$ cat config.mk
export PLATFORM = sky130hd
export DESIGN_NAME = ram_seq_ctrl
export DESIGN_NICKNAME = d
export VERILOG_FILES = /design/src/rtl/ram_seq_ctrl.sv
export SDC_FILE = /design/constraint.sdc
export NUM_CORES = 1
export LEC_CHECK = 0
export BUFFER_PORTS_ARGS = -buffer_cell sky130_fd_sc_hd__buf_2
export CORE_AREA = 2 2 54 56
export DETAILED_ROUTE_END_ITERATION = 8
export DIE_AREA = 0 0 56 58
export PLACE_DENSITY = 0.81
export SYNTH_ARGS = -nofsm -noshare
export SYNTH_HDL_FRONTEND = slang
export SYNTH_SLANG_ARGS = --single-unit
$ cat constraint.sdc
create_clock -name clk -period 2.2 [get_ports clk]
set_input_delay 0.11 -clock clk [delete_from_list [all_inputs] [get_ports clk]]
set_output_delay 0.11 -clock clk [all_outputs]
set_load 0.05 [all_outputs]
$ cat src/rtl/ram_seq_ctrl.sv
// Sequence RAM controller for the drone memory game: appends recorded moves in IDLE
// and replays addresses 0..limit with a fixed hold time and an optional blank gap.
module ram_seq_ctrl #(
  parameter int unsigned HOLD_CYCLES = 8,
  parameter int unsigned GAP_CYCLES  = 2
) (
  input  logic       clk,
  input  logic       reset_n,
  input  logic       start_play,
  input  logic [3:0] limit,
  input  logic       rec_valid,
  input  logic [3:0] rec_data,
  input  logic       rec_clear,
  output logic       rec_ready,
  output logic [4:0] rec_count,
  output logic [3:0] ram_addr,
  output logic       ram_we,
  output logic [3:0] ram_data,
  input  logic [3:0] ram_q,
  output logic [3:0] move,
  output logic       move_valid,
  output logic       busy,
  output logic       done
);

  localparam int unsigned HOLD_LAST = (HOLD_CYCLES > 1) ? HOLD_CYCLES - 1 : 0;
  localparam int unsigned GAP_LAST  = (GAP_CYCLES > 1) ? GAP_CYCLES - 1 : 0;
  localparam int unsigned HOLD_W    = (HOLD_LAST > 0) ? $clog2(HOLD_LAST + 1) : 1;
  localparam int unsigned GAP_W     = (GAP_LAST > 0) ? $clog2(GAP_LAST + 1) : 1;
  localparam bit          HAS_GAP   = (GAP_CYCLES > 0);

  typedef enum logic [2:0] {
    ST_IDLE  = 3'd0,
    ST_FETCH = 3'd1,
    ST_WAIT  = 3'd2,
    ST_SHOW  = 3'd3,
    ST_GAP   = 3'd4,
    ST_DONE  = 3'd5
  } state_t;

  state_t            state;
  logic [3:0]        idx;
  logic [3:0]        lim;
  logic [4:0]        wr_ptr;
  logic [HOLD_W-1:0] hold_cnt;
  logic [GAP_W-1:0]  gap_cnt;
  logic              is_idle;
  logic              accept;

  // RAM port and handshake: combinational so a write lands on the handshake edge
  always_comb begin
    is_idle   = (state == ST_IDLE);
    rec_ready = is_idle & ~start_play & ~rec_clear & ~wr_ptr[4];
    accept    = rec_valid & rec_ready;
    ram_we    = accept & reset_n;
    ram_data  = rec_data;
    ram_addr  = is_idle ? wr_ptr[3:0] : idx;
    rec_count = wr_ptr;
  end

  always_ff @(posedge clk) begin
    if (!reset_n) begin
      state      <= ST_IDLE;
      idx        <= 4'd0;
      lim        <= 4'd0;
      wr_ptr     <= 5'd0;
      hold_cnt   <= '0;
      gap_cnt    <= '0;
      move       <= 4'd0;
      move_valid <= 1'b0;
      busy       <= 1'b0;
      done       <= 1'b0;
    end else begin
      done <= 1'b0;
      case (state)
        ST_IDLE: begin
          if (start_play) begin
            lim   <= limit;
            idx   <= 4'd0;
            busy  <= 1'b1;
            state <= ST_FETCH;
          end else if (rec_clear) begin
            wr_ptr <= 5'd0;
          end else if (accept) begin
            wr_ptr <= wr_ptr + 5'd1;
          end
        end
        ST_FETCH: begin
          state <= ST_WAIT;
        end
        ST_WAIT: begin
          move       <= ram_q;
          move_valid <= 1'b1;
          hold_cnt   <= '0;
          state      <= ST_SHOW;
        end
        ST_SHOW: begin
          if (hold_cnt == HOLD_W'(HOLD_LAST)) begin
            move       <= 4'd0;
            move_valid <= 1'b0;
            if (HAS_GAP) begin
              gap_cnt <= '0;
              state   <= ST_GAP;
            end else if (idx == lim) begin
              done  <= 1'b1;
              state <= ST_DONE;
            end else begin
              idx   <= idx + 4'd1;
              state <= ST_FETCH;
            end
          end else begin
            hold_cnt <= hold_cnt + HOLD_W'(1);
          end
        end
        ST_GAP: begin
          if (gap_cnt == GAP_W'(GAP_LAST)) begin
            if (idx == lim) begin
              done  <= 1'b1;
              state <= ST_DONE;
            end else begin
              idx   <= idx + 4'd1;
              state <= ST_FETCH;
            end
          end else begin
            gap_cnt <= gap_cnt + GAP_W'(1);
          end
        end
        ST_DONE: begin
          move  <= 4'd0;
          busy  <= 1'b0;
          state <= ST_IDLE;
        end
        default: begin
          move       <= 4'd0;
          move_valid <= 1'b0;
          busy       <= 1'b0;
          state      <= ST_IDLE;
        end
      endcase
    end
  end

endmodule

==> metrics.txt <==
# TYPE chip_impl_metric gauge
chip_impl_info{name="run_status",value="completed"} 1
chip_impl_metric{name="dp_hpwl",unit="µm"} 2060
chip_impl_metric{name="die_w",unit="µm"} 56
chip_impl_metric{name="power.density",unit="mW/mm²"} 599
chip_impl_metric{name="internal_power",unit="W"} 0.000648
chip_impl_info{name="synth_top_flop_cell",value="sky130_fd_sc_hd__dfxtp_1"} 1
chip_impl_info{name="synth_top_cells_by_count",value="sky130_fd_sc_hd__dfxtp_1, sky130_fd_sc_hd__nor2b_1, sky130_fd_sc_hd__nand2_1, sky130_fd_sc_hd__o21ai_0"} 1
chip_impl_metric{name="switch_pwr",unit="W"} 0.000287
chip_impl_metric{name="critical-path-max-stage-delay",unit="ns"} 0.51
chip_impl_metric{name="post-synth-top-area-fraction",unit="%"} 38.7
chip_impl_metric{name="io_count",unit=""} 39
chip_impl_metric{name="synth_sequential_area_ratio",unit="%"} 38.7
chip_impl_metric{name="worst_slew_margin_rel",unit="%"} 62.0
chip_impl_metric{name="drt-wirelength-per-cell",unit="µm"} 13.5
chip_impl_metric{name="synthToLayoutAreaGrowth",unit="%"} 11.8
chip_impl_metric{name="numPortBuffers",unit=""} 30
chip_impl_metric{name="pwr-share-seq",unit="%"} 57.4
chip_impl_metric{name="seq_area",unit="µm²"} 541
chip_impl_metric{name="clockBufferDepth",unit=""} 2
chip_impl_metric{name="asyncSetResetFlopFracSynth",unit="%"} 0
chip_impl_metric{name="finalSetupTns",unit="ns"} 0
chip_impl_metric{name="global_route.overflow_total",unit=""} 0
chip_impl_info{name="setup.worst_path.end_class",value="output pin"} 1
chip_impl_metric{name="switching_share",unit="%"} 30.7
chip_impl_metric{name="design_power_total",unit="W"} 0.000936
chip_impl_metric{name="post_synthesis_sequential_element_count",unit=""} 27
chip_impl_info{name="grt_setup_unrepaired",value="false"} 1
chip_impl_info{name="timing.hold.worst.start",value="limit[2]"} 1
chip_impl_metric{name="ys_warn_count",unit=""} 0
chip_impl_metric{name="nFillCells",unit=""} 256
chip_impl_metric{name="syn_area_per_cell",unit="µm²"} 9.13
chip_impl_metric{name="grt_start_max_net_pins",unit=""} 29
chip_impl_metric{name="die_area",unit="mm²"} 0.00325
chip_impl_metric{name="worst_ep_required_time",unit="ns"} 2.09
chip_impl_info{name="leading_cell_types_by_total_area_after_synthesis",value="sky130_fd_sc_hd__dfxtp_1, sky130_fd_sc_hd__nor2b_1, sky130_fd_sc_hd__a22oi_1, sky130_fd_sc_hd__ha_1, sky130_fd_sc_hd__o21ai_0"} 1
chip_impl_metric{name="cp.depth",unit=""} 4
chip_impl_metric{name="global_route_wire_length_before_repair",unit="µm"} 4640
chip_impl_info{name="main_combinational_cell_family_by_area_after_synthesis",value="simple AND/OR/NAND/NOR gates"} 1
chip_impl_metric{name="nets",unit=""} 198
chip_impl_metric{name="max_cap_violations",unit=""} 0
chip_impl_metric{name="detail_route.iter0.violations",unit=""} 57
chip_impl_metric{name="post_drt_via_cell_ratio",unit=""} 5.73
chip_impl_metric{name="p_clk_share",unit="%"} 22.7
chip_impl_metric{name="cts_buffers",unit=""} 3
chip_impl_metric{name="cts.htree.levels",unit=""} 1
chip_impl_metric{name="cp.arrival",unit="ns"} 1.93
chip_impl_metric{name="routed_wl",unit="µm"} 2790
chip_impl_metric{name="yosys-mux-area-fraction",unit="%"} 4.66
chip_impl_metric{name="finalSetupViolCount",unit=""} 0
chip_impl_metric{name="share_of_post_route_cells_with_drive_strength_above_1",unit="%"} 25.6
chip_impl_metric{name="yosys.area_share.simple",unit="%"} 26.6
chip_impl_metric{name="insertion_delay",unit="ns"} 0.32
chip_impl_metric{name="clock_skew",unit="ns"} 0.00271
chip_impl_metric{name="core_area",unit="mm²"} 0.00266
chip_impl_metric{name="netlist_area",unit="mm²"} 0.00140
chip_impl_info{name="kind_of_cell_adding_the_most_delay_to_the_critical_path",value="simple AND/OR/NAND/NOR gates"} 1
chip_impl_metric{name="cp_num_buf_inv",unit=""} 1
chip_impl_metric{name="multiInputGateArea",unit="µm²"} 795
chip_impl_metric{name="finalCriticalPeriod",unit="ns"} 2.04
chip_impl_info{name="worst_hold_path_type",value="in -> reg"} 1
chip_impl_metric{name="grt_util_all_layers",unit="%"} 17.6
chip_impl_info{name="synth_area_leader_cell",value="sky130_fd_sc_hd__dfxtp_1"} 1
chip_impl_metric{name="first_global_vias",unit=""} 1063
chip_impl_metric{name="reg2reg_depth",unit=""} 4
chip_impl_metric{name="cts.sinks",unit=""} 27
chip_impl_metric{name="final_core_utilization",unit="%"} 58.6
chip_impl_metric{name="number_of_cells_on_the_worst_hold_path",unit=""} 3
chip_impl_metric{name="total_number_of_vias",unit=""} 1187
chip_impl_info{name="post-synth-top-count-cell",value="sky130_fd_sc_hd__dfxtp_1"} 1
chip_impl_metric{name="gpl.final_weighted_congestion",unit=""} 0.867
chip_impl_metric{name="post_synth_num_cell_types",unit=""} 40
chip_impl_metric{name="min_period_over_period",unit="%"} 92.8
chip_impl_metric{name="floorplan.die.height",unit="µm"} 58
chip_impl_metric{name="clk_pin_slew_worst_paths",unit="ns"} 0.14
chip_impl_metric{name="diodes",unit=""} 0
chip_impl_metric{name="final_design_area_no_fill",unit="mm²"} 0.00156
chip_impl_info{name="criticalPathCategory",value="reg -> out"} 1
chip_impl_metric{name="final_antenna_net_count",unit=""} 0
chip_impl_metric{name="synth_xor_xnor_area_share",unit="%"} 2.51
chip_impl_metric{name="std_cell_rows",unit=""} 19
chip_impl_metric{name="power_leakage",unit="nW"} 0.694
chip_impl_metric{name="power.share.combinational",unit="%"} 19.9
chip_impl_info{name="crit_path_cell_trace",value="nor4_4 > and3_1 > and2_1 > buf_2"} 1
chip_impl_metric{name="post_synthesis_compound_gate_area_fraction",unit="%"} 18.9
chip_impl_metric{name="worst-slew-pin-transition",unit="ns"} 0.570
chip_impl_info{name="timing.critical_path.from_type",value="register"} 1
chip_impl_metric{name="synth_edf_count",unit=""} 0
chip_impl_info{name="crit_path_top_delay_cell",value="sky130_fd_sc_hd__dfxtp_1"} 1
chip_impl_metric{name="max_vdd_drop",unit="mV"} 0.440
chip_impl_metric{name="path_max_fanout",unit=""} 14
chip_impl_info{name="clock_tree.root_cell",value="sky130_fd_sc_hd__clkbuf_4"} 1
chip_impl_info{name="r2r_start",value="state[2]$_SDFFE_PN0P_"} 1
chip_impl_info{name="timing.critical_path.from",value="state[2]$_SDFFE_PN0P_"} 1
chip_impl_metric{name="antenna_found_initial",unit=""} 0
chip_impl_metric{name="dpl-instance-area",unit="mm²"} 0.00153
chip_impl_metric{name="maxClockFrequency",unit="MHz"} 490
chip_impl_metric{name="detail_route.drc_violations",unit=""} 0
chip_impl_metric{name="syn_inst",unit=""} 153
chip_impl_metric{name="starting_density",unit="%"} 52.4
chip_impl_metric{name="slew_violations",unit=""} 0
chip_impl_metric{name="synth.net_count",unit=""} 174
chip_impl_metric{name="synth_fa_ha_area_share",unit="%"} 3.58
chip_impl_metric{name="drt_pre_antenna_iters",unit=""} 6
chip_impl_metric{name="hold_viol",unit=""} 0
chip_impl_metric{name="cts-hold-fix-buffers",unit=""} 0
chip_impl_info{name="tritoncts_clock_tree",value="built"} 1
==> worst paths after layout <==
path / slack (ns) / to
worst min-delay path: 0.04 / lim[2]$_SDFFE_PN0P_
worst min register to register: 0.49 / lim[2]$_SDFFE_PN0P_
worst max register to register: 0.45 / idx[3]$_SDFFE_PN0P_
worst max-delay path: 0.16 / ram_we
==> per-stage QoR <==
step | hold WS, ns | worst slack [ns] | instances
5_1_grt | 0.0224 | 0.0523 | 207
4_1_cts | 0.0276 | 0.0812 | 207
3_5_place_dp | 0.220 | 0.459 | 203
6_report | 0.0355 | 0.159 | 207
3_3_place_gp | 0.220 | 0.525 | 203
2_1_floorplan | 0.266 | 0.662 | 153
==> kinds of logic after synthesis <==
| logic type | after synthesis |
|---|---|
| flip-flops | 27 |
| XOR/XNOR | 4 |
| multiplexers | 6 |
| AND/OR/NAND/NOR | 61 |
| adder cells (fa/ha/maj) | 4 |
| buffers and inverters | 14 |
| AO/OA/AOI/OAI | 37 |
==> state kept, by name (all words and copies together), names as in the netlist, 3 cells and up <==
name / count
rec_count: 5
hold_cnt: 3
lim: 4
state: 3
move: 4
idx: 4
==> layout by cell type (no fill, tap or decap), types with 2 or more instances in the layout <==
master / netlist / layout
sky130_fd_sc_hd__a21boi_0: 4 / 4
sky130_fd_sc_hd__a21boi_1: 2 / 2
sky130_fd_sc_hd__a21oi_1: 5 / 5
sky130_fd_sc_hd__a22oi_1: 8 / 8
sky130_fd_sc_hd__a31oi_1: 2 / 2
sky130_fd_sc_hd__and2_1: 4 / 4
sky130_fd_sc_hd__and3_1: 5 / 5
sky130_fd_sc_hd__buf_2: 2 / 30
sky130_fd_sc_hd__clkbuf_4: 0 / 3
sky130_fd_sc_hd__dfxtp_1: 27 / 27
sky130_fd_sc_hd__ha_1: 4 / 4
sky130_fd_sc_hd__inv_1: 3 / 3
sky130_fd_sc_hd__mux2_2: 4 / 4
sky130_fd_sc_hd__mux2i_1: 2 / 2
sky130_fd_sc_hd__nand2_1: 10 / 10
sky130_fd_sc_hd__nand2b_1: 2 / 2
sky130_fd_sc_hd__nand3_1: 7 / 7
sky130_fd_sc_hd__nor2_1: 8 / 8
sky130_fd_sc_hd__nor2b_1: 11 / 11
sky130_fd_sc_hd__o21a_1: 2 / 2
sky130_fd_sc_hd__o21ai_0: 9 / 9
sky130_fd_sc_hd__or3_1: 3 / 3
sky130_fd_sc_hd__xor2_1: 4 / 4
==> power groups by stage <==
stage	clock network (W)	logic, W	registers, W
final	0.000213	0.000186	0.000537
after global routing	0.000248	0.000203	0.000541
after CTS	0.000223	0.000185	0.000535
after detailed placement	0	0.000184	0.000546
after global placement	0	0.000180	0.000544
after floorplan	0	0.000136	0.000571
==> routing by layer <==
| layer | GRT usage (%) | wire length [µm] |
|---|---|---|
| met1 | 21.3 | 1230 |
| met2 | 33.1 | 1420 |
| met3 | 2.01 | 128 |
| met4 | 4.42 | 12 |
| met5 | 0 | 0 |
==> worst min-delay path: stages <==
cell,delay [ns]
sky130_fd_sc_hd__buf_2,0.09
sky130_fd_sc_hd__nand3_1,0.05
sky130_fd_sc_hd__a21boi_0,0.07
==> cell type report <==
type	instances	share of cell area, %
Clock buffer	4	1.68
Inverter	3	0.721
Multi-Input combinational cell	112	50.9
Sequential cell	27	34.6
Tap cell	31	2.48
Timing Repair Buffer	30	9.62
==> repair_timing <==
item,in CTS,in global routing
gates resized for setup,0,1
endpoints found under the setup margin,0,1
setup buffers,0,0
(Power assumes the default switching activity.)
